$ cat config.mk
export PLATFORM = sky130hd
export DESIGN_NAME = pipe_spawner
export DESIGN_NICKNAME = d
export VERILOG_FILES = /design/src/rtl/pipe_spawner.sv
export SDC_FILE = /design/constraint.sdc
export NUM_CORES = 1
export LEC_CHECK = 0
export CORE_MARGIN = 3
export CORE_UTILIZATION = 47
export CTS_CLUSTER_DIAMETER = 40
export CTS_CLUSTER_SIZE = 12
export DETAILED_ROUTE_END_ITERATION = 8
export HOLD_SLACK_MARGIN = 0.05
export PLACE_DENSITY_LB_ADDON = 0.1
export SLEW_MARGIN = 20
export SYNTH_ARGS = -nofsm -noshare
export SYNTH_HDL_FRONTEND = slang
export SYNTH_SLANG_ARGS = --single-unit
export TNS_END_PERCENT = 10
$ cat constraint.sdc
create_clock -name i_Clk -period 2.55 [get_ports i_Clk]
set_clock_uncertainty 0.2 [all_clocks]
set_input_delay 0.255 -clock i_Clk [delete_from_list [all_inputs] [get_ports i_Clk]]
set_output_delay 0.255 -clock i_Clk [all_outputs]
set_load 0.1 [all_outputs]
$ cat src/rtl/pipe_spawner.sv
`default_nettype none
// ============================================================================
// Module   : pipe_spawner
// Summary  : Three-slot obstacle (pipe) scheduler for a side-scrolling game.
//            Moves active pipes left by SPEED on every frame tick, retires
//            them at the left edge, spawns new pipes every SPAWN_INTERVAL
//            ticks with an LFSR-driven gap centre, and counts pipes passing
//            the bird x-coordinate.
// Options  : PIPE_SCORE_EN - when defined, enables scoring (o_Score_Pulse,
//            o_Score); when undefined both outputs are tied to zero.
// Revision : 1.0 - initial release
// ============================================================================
module pipe_spawner #(
   parameter int SCREEN_W       = 640,
   parameter int SPAWN_INTERVAL = 90,
   parameter int SPEED          = 2,
   parameter int GAP_MIN        = 80,
   parameter int GAP_STEP       = 8,
   parameter int BIRD_X         = 160
) (
   input  logic        i_Clk,
   input  logic        i_Reset_n,
   input  logic        i_Frame_Tick,
   input  logic        i_Start,
   input  logic        i_Game_Over,
   input  logic [4:0]  i_LFSR_Data,
   output logic [2:0]  o_Pipe_Valid,
   output logic [29:0] o_Pipe_X,
   output logic [26:0] o_Gap_Y,
   output logic        o_Spawn,
   output logic        o_Score_Pulse,
   output logic [7:0]  o_Score,
   output logic [1:0]  o_State
);

   localparam logic [1:0] ST_IDLE   = 2'd0;
   localparam logic [1:0] ST_RUN    = 2'd1;
   localparam logic [1:0] ST_FROZEN = 2'd2;

   localparam int NUM_SLOTS = 3;

   localparam logic [9:0]  C_SCREEN_W   = 10'(SCREEN_W);
   localparam logic [9:0]  C_SPEED      = 10'(SPEED);
   localparam logic [8:0]  C_GAP_MIN    = 9'(GAP_MIN);
   localparam logic [8:0]  C_GAP_STEP   = 9'(GAP_STEP);
   localparam logic [15:0] C_CNT_RELOAD = 16'(SPAWN_INTERVAL - 1);
`ifdef PIPE_SCORE_EN
   localparam logic [9:0]  C_BIRD_X     = 10'(BIRD_X);
`endif

   logic [1:0]  state_q, state_d;
   logic [2:0]  valid_q, valid_d;
   logic [9:0]  x_q   [NUM_SLOTS];
   logic [9:0]  x_d   [NUM_SLOTS];
   logic [8:0]  gap_q [NUM_SLOTS];
   logic [8:0]  gap_d [NUM_SLOTS];
   logic [15:0] cnt_q, cnt_d;
   logic        spawn_q, spawn_d;
   logic        score_pulse_q, score_pulse_d;
   logic [7:0]  score_q, score_d;

   // Gap centre for a newly spawned pipe, sampled in the tick cycle (9-bit wrap)
   logic [8:0]  gap_new;
   assign gap_new = C_GAP_MIN + 9'(i_LFSR_Data) * C_GAP_STEP;

   logic        free_found;
   logic [1:0]  free_slot;
`ifdef PIPE_SCORE_EN
   logic [1:0]  n_cross;
   logic [8:0]  score_sum;
`endif

   // Next-state logic: start/restart, freeze, and per-tick slot movement/spawning
   always_comb begin
      state_d       = state_q;
      valid_d       = valid_q;
      x_d           = x_q;
      gap_d         = gap_q;
      cnt_d         = cnt_q;
      spawn_d       = 1'b0;
      score_pulse_d = 1'b0;
      score_d       = score_q;
      free_found    = 1'b0;
      free_slot     = 2'd0;
`ifdef PIPE_SCORE_EN
      n_cross       = 2'd0;
      score_sum     = 9'd0;
`endif

      if (i_Start) begin
         // Start from any state (including restart from RUN) begins a fresh game
         state_d = ST_RUN;
         valid_d = 3'b000;
         for (int k = 0; k < NUM_SLOTS; k++) begin
            x_d[k]   = 10'd0;
            gap_d[k] = 9'd0;
         end
         cnt_d   = C_CNT_RELOAD;
         score_d = 8'd0;
      end else if (state_q == ST_RUN) begin
         if (i_Game_Over) begin
            // Freeze has priority over a coincident frame tick
            state_d = ST_FROZEN;
         end else if (i_Frame_Tick) begin
            for (int k = 0; k < NUM_SLOTS; k++) begin
               if (valid_q[k]) begin
                  if (x_q[k] >= C_SPEED) begin
                     x_d[k] = x_q[k] - C_SPEED;
`ifdef PIPE_SCORE_EN
                     if ((x_q[k] >= C_BIRD_X) && (x_d[k] < C_BIRD_X)) begin
                        n_cross = n_cross + 2'd1;
                     end
`endif
                  end else begin
                     // Off the left edge: retire, keep last x/gap for debug visibility
                     valid_d[k] = 1'b0;
                  end
               end
            end

            // Spawn target uses validity at the start of the tick, so a slot
            // retired on this tick is not reused until a later one
            for (int k = NUM_SLOTS - 1; k >= 0; k--) begin
               if (!valid_q[k]) begin
                  free_found = 1'b1;
                  free_slot  = 2'(k);
               end
            end

            if (cnt_q == 16'd0) begin
               cnt_d = C_CNT_RELOAD;
               if (free_found) begin
                  valid_d[free_slot] = 1'b1;
                  x_d[free_slot]     = C_SCREEN_W;
                  gap_d[free_slot]   = gap_new;
                  spawn_d            = 1'b1;
               end
            end else begin
               cnt_d = cnt_q - 16'd1;
            end

`ifdef PIPE_SCORE_EN
            score_sum     = {1'b0, score_q} + {7'd0, n_cross};
            score_d       = (score_sum > 9'd255) ? 8'd255 : score_sum[7:0];
            score_pulse_d = (n_cross != 2'd0);
`endif
         end
      end
   end

   // State registers with asynchronous active-low clear
   always_ff @(posedge i_Clk or negedge i_Reset_n) begin
      if (!i_Reset_n) begin
         state_q       <= ST_IDLE;
         valid_q       <= 3'b000;
         for (int k = 0; k < NUM_SLOTS; k++) begin
            x_q[k]   <= 10'd0;
            gap_q[k] <= 9'd0;
         end
         cnt_q         <= C_CNT_RELOAD;
         spawn_q       <= 1'b0;
         score_pulse_q <= 1'b0;
         score_q       <= 8'd0;
      end else begin
         state_q       <= state_d;
         valid_q       <= valid_d;
         for (int k = 0; k < NUM_SLOTS; k++) begin
            x_q[k]   <= x_d[k];
            gap_q[k] <= gap_d[k];
         end
         cnt_q         <= cnt_d;
         spawn_q       <= spawn_d;
         score_pulse_q <= score_pulse_d;
         score_q       <= score_d;
      end
   end

   generate
      for (genvar g = 0; g < NUM_SLOTS; g++) begin : g_pack
         assign o_Pipe_X[10*g +: 10] = x_q[g];
         assign o_Gap_Y[9*g +: 9]    = gap_q[g];
      end
   endgenerate

   assign o_Pipe_Valid  = valid_q;
   assign o_Spawn       = spawn_q;
   assign o_Score_Pulse = score_pulse_q;
   assign o_Score       = score_q;
   assign o_State       = state_q;

endmodule
`default_nettype wire

Word-level counts from Yosys, hierarchy flattened. Cells that the tools add are included.

Add/sub/neg operators: 5. Order comparisons: 7. Equal/unequal tests: 2. Muxes and demuxes: 89. Bitwise logic cells: 5. Reduce and logical (&&, ||, !) cells: 11.

Operators by type and width (count): 2-to-1 mux 10 bit (19); 2-to-1 mux 30 bit (6); 2-to-1 mux 27 bit (6); 2-to-1 mux 16 bit (5); 2-to-1 mux 1 bit (32); >= comparator 10 x 2 -> 1 bit (second input constant) (3); subtractor 10 x 2 -> 10 bit (second input constant) (3); bitwise mux 27 bit (1); bitwise AND 24 bit (1); inverter 24 bit (1); demux 10 bit (select 2 bit) (1); 2-to-1 mux 2 bit (10); demux 9 bit (select 2 bit) (1); 2-to-1 mux 3 bit (6); logical NOT 16 bit (1); subtractor 16 x 1 -> 16 bit (second input constant) (1); nonzero test 2 bit (5); adder 7 x 8 -> 9 bit (first input constant) (1); 2-to-1 mux 9 bit (1); bitwise OR 6 bit (1); AND reduction 5 bit (1); >= comparator 3 bit (second input constant) (1); < comparator 2 x 3 -> 1 bit (second input constant) (1); < comparator 3 x 1 -> 1 bit (second input constant) (1); 9 further kinds (10).

Flip-flop bits (word level): 79. Input port bits: 10. Output and inout port bits: 72. Word-level logic and storage cells: 129.

Logic depth before layout (Yosys ltp).
Depth after elaboration: 20. Depth in mapped cells: 7. Gate-level depth less buffers: 6.

Worst setup path before layout. OpenSTA, ideal clock, no wires.

Path type: register to register. Start point: register state_q[0], in the netlist o_State[0]. End point: register x_q (netlist bit o_Pipe_X[3]). Library setup time: 96 ps. Arrival: 2536 ps. Required time: 2254 ps. Path slack: -281 ps. Stages on the path, launching flop included: 6. Buffers on the path: 1. Period minus slack after synthesis: 2831 ps. Path through: dfrtp_1 nor4bb_1 clkbuf_1 o311ai_0 or4b_2 o31ai_1.

Word-level cells in the longest chain between the ends: 3.

RTL lines: from (decl) (line 51) `logic [1:0] state_q, state_d;`; from (signal assigned) (line 165) `state_q <= state_d;`; equality test 2 x 1 -> 1 bit (line 100) `end else if (state_q == ST_RUN) begin`; nonzero test 2 bit (no line); AND reduction 3 bit (no line); to (signal, indexed assignment) (line 168) `x_q[k] <= x_d[k];`; to (decl) (line 53) `logic [9:0] x_q [NUM_SLOTS];`.

Every way passes these cells. A chain may end at the register's enable or synchronous reset.

Worst setup path after layout.
Start point: register cnt_q[3]. End point: register gap_q (netlist bit o_Gap_Y[15]).

Word-level cells in the longest chain between the ends: 3.

RTL lines: from (decl) (line 57) `logic [15:0] cnt_q, cnt_d;`; from (signal assigned) (line 171) `cnt_q <= cnt_d;`; logical NOT 16 bit (line 130) `if (cnt_q == 16'd0) begin`; nonzero test 2 bit (no line); AND reduction 5 bit (no line); to (signal, indexed assignment) (line 169) `gap_q[k] <= gap_d[k];`; to (decl) (line 55) `logic [8:0] gap_q [NUM_SLOTS];`.

Every way passes these cells.

==> impl_metrics.json <==
{
  "run_status": "finished, final reports clean",
  "synth_top_area_share_pct": 41.8,
  "period_share_pct": 93.9,
  "clock_power_share_pct": 41.1,
  "syn_to_final_growth_pct": 24.6,
  "wl_per_cell_um": 16.7,
  "synth_ff_type": "dfrtp_1",
  "powerDensity_mw_per_mm2": 502,
  "grt_overflow_total": 0,
  "cts_buffers": 9,
  "row_count": 32,
  "switching_share_pct": 27.6,
  "cap_violations": 0,
  "cp.depth": 4,
  "fin_setup_tns_ns": 0,
  "dpl.cell_count": 594,
  "rsz0062_at_grt": "false",
  "yosys.cell_types.count": 63,
  "worst_path_max_delay_cell": "or4_1",
  "cts.sinks": 70,
  "multi_input_area_sq_mm": 0.00197,
  "async_reset_ff_share_pct": 100,
  "hold_violations": 0,
  "crit_chain": "or4_1, or3_1, or3_1, a31o_1",
  "drive_gt1_share_pct": 24.4,
  "power.leakage_nw": 2.19,
  "final_cell_mix": "buf_4, dfrtp_1, nand2_1, a21oi_1, nor2_1",
  "crit_type": "reg -> reg",
  "yosysTopAreaCell": "dfrtp_1",
  "h-tree-depth": 3,
  "critical_path_buf_inv_count": 0,
  "reg2reg_slack_ns": 0.16,
  "finalWirelength_um": 10200,
  "r2r-end": "o_Gap_Y[15]",
  "antenna_found_initial": 0,
  "syn_avg_cell_area_sq_um": 9.32,
  "syn-instance-count": 424,
  "coreArea_sq_mm": 0.00793,
  "p_int_w": 0.00179,
  "cp-end-kind": "flip-flop",
  "fillers": 684,
  "cp_data_required_time_ns": 2.58,
  "nNetsFinal": 520,
  "power.switching_w": 0.000683,
  "grt_pass1_vias": 3518,
  "synth-seq-cells": 70,
  "synth_enable_flop_cells": 0,
  "arrival_ns": 2.42,
  "drt_pre_antenna_iters": 5,
  "startpoint": "cnt_q[3]",
  "grt_pass1_wl_um": 17400,
  "post-route-util_pct": 62.1,
  "post-route-min-period_ns": 2.39,
  "seq_area_frac_synth_pct": 44.5,
  "final_common_cell": "buf_4",
  "post_cts_buffers": 0,
  "reg2reg_from": "cnt_q[3]",
  "holdWs_ns": 0.244,
  "drv_slew": 0,
  "clkSlewWorstSetupHoldPaths_ns": 0.08,
  "portBuffers": 63,
  "grt_max_degree": 41,
  "clockRootBuffer": "clkbuf_8",
  "remaining_drc_errors": 0,
  "hp-class": "in -> async",
  "ctsResizeCount": 0,
  "drt_iter0_drc": 173,
  "ir_worst_vdd_mv": 0.277,
  "seq_power_share_pct": 45.8,
  "diodes": 0,
  "num_vias": 3697,
  "clk_path_buf_depth": 2,
  "cts_tree": "done",
  "syn_area_sq_mm": 0.00395,
  "max_freq_ghz": 0.418,
  "endpoint": "o_Gap_Y[15]",
  "critPathMaxFanout": 9,
  "die_w_um": 97.7,
  "die_area_sq_mm": 0.00954,
  "via_per_inst": 6.05,
  "reg2reg_depth": 4,
  "start_kind": "flip-flop",
  "grt_usage_pct": 22.2,
  "start_util_pct": 49.8,
  "setup_viol": 0,
  "slowest_delay_ns": 0.55,
  "crit_family": "simple AND/OR/NAND/NOR gates",
  "p_comb_share_pct": 13.1,
  "gp_congestion": 0.850,
  "tightestPinTransition_ns": 0.674,
  "slew-limit-headroom_pct": 54.4,
  "cp_common_cell": "or3_1",
  "pin_count": 82,
  "dpl.hpwl_um": 7300,
  "regArea_sq_mm": 0.00177,
  "die_h_um": 97.7,
  "ys_warn_count": 0,
  "clk_latency_ns": 0.34,
  "fin_cells": 611,
  "ant_nets": 0,
  "synthTopCellsByArea": "dfrtp_1, a21oi_1, buf_4"
}
[sequential cells by signal, summed over array words and instances (netlist names)]
register	count
cnt_q	16
o_Spawn	1
o_Pipe_X	30
o_Pipe_Valid	3
o_Gap_Y	18
o_State	2
[per-stage QoR]
step	cell area (sq um)	total power, W	setup slack (ns)
after floorplan	4030	0.00140	-0.121
after global placement	4690	0.00148	0.0946
after detailed placement	4690	0.00148	0.0201
after CTS	4920	0.00250	0.149
after global routing	4920	0.00257	0.0350
final	4920	0.00247	0.157
[power groups by stage]
stage               logic (W)  clock network, W  registers [W]
floorplan            0.000217                 0        0.00118
global placement     0.000321                 0        0.00115
detailed placement   0.000324                 0        0.00115
CTS                  0.000326           0.00104        0.00113
global route         0.000345           0.00109        0.00114
finish               0.000324           0.00102        0.00113
[kinds of logic (layout without fill, tap and decap cells)]
| kind of cell | count (synthesis) | in the layout | synth area share [%] |
|---|---|---|---|
| adder cells (fa/ha/maj) | 6 | 6 | 1.90 |
| XOR/XNOR | 5 | 5 | 1.11 |
| AND/OR/NAND/NOR | 156 | 156 | 21.6 |
| other | 1 | 18 | 0.0949 |
| flip-flops | 70 | 70 | 44.5 |
| AO/OA/AOI/OAI | 120 | 120 | 21.2 |
| buffers and inverters | 59 | 127 | 7.73 |
| multiplexers | 7 | 7 | 1.87 |
[worst register-to-register path, stage by stage (launching register included)]
cell	delay, ns
dfstp_2	0.40
or4_1	0.55
or3_1	0.39
or3_1	0.48
a31o_1	0.27
[cell type report]
cell class	instances	share of cell area, %
Clock buffer	12	3.15
Clock inverter	4	1.42
Inverter	18	1.37
Multi-Input combinational cell	312	39.9
Sequential cell	70	35.9
Tap cell	102	2.59
Timing Repair Buffer	93	15.6
[worst min-delay path by stage]
stage,end,slack (ns)
6_report,o_Pipe_X[5],0.24
3_5_place_dp,cnt_q[10],0.09
2_1_floorplan,cnt_q[10],-0.24
3_3_place_gp,cnt_q[10],0.09
5_1_grt,o_Pipe_X[5],0.27
4_1_cts,o_Pipe_X[5],0.25
[what timing repair did]
item,4_1_cts,5_1_grt
endpoints found under the hold margin,19,0
setup endpoints to repair,0,0
hold buffers,1,0
[Yosys cell counts (11+ instances only)]
master	instances
or4_1	12
o31ai_1	12
nor4_1	13
nor2_1	27
nor3_1	17
dfrtp_1	66
o21ai_0	17
or3_1	11
a21oi_1	29
inv_1	18
buf_4	18
nand2_1	32
clkbuf_1	16
[routing by layer]
metal | vias up | part of all wire, % | GRT usage, %
met5 | - | 0 | 0
met4 | 0 | 1.2 | 6.60
met3 | 15 | 5.8 | 4.95
met2 | 119 | 46 | 34.1
met1 | 1826 | 46 | 31.5
li1 | 1737 | - | -
Note: power is estimated with default switching activity, not from simulation.
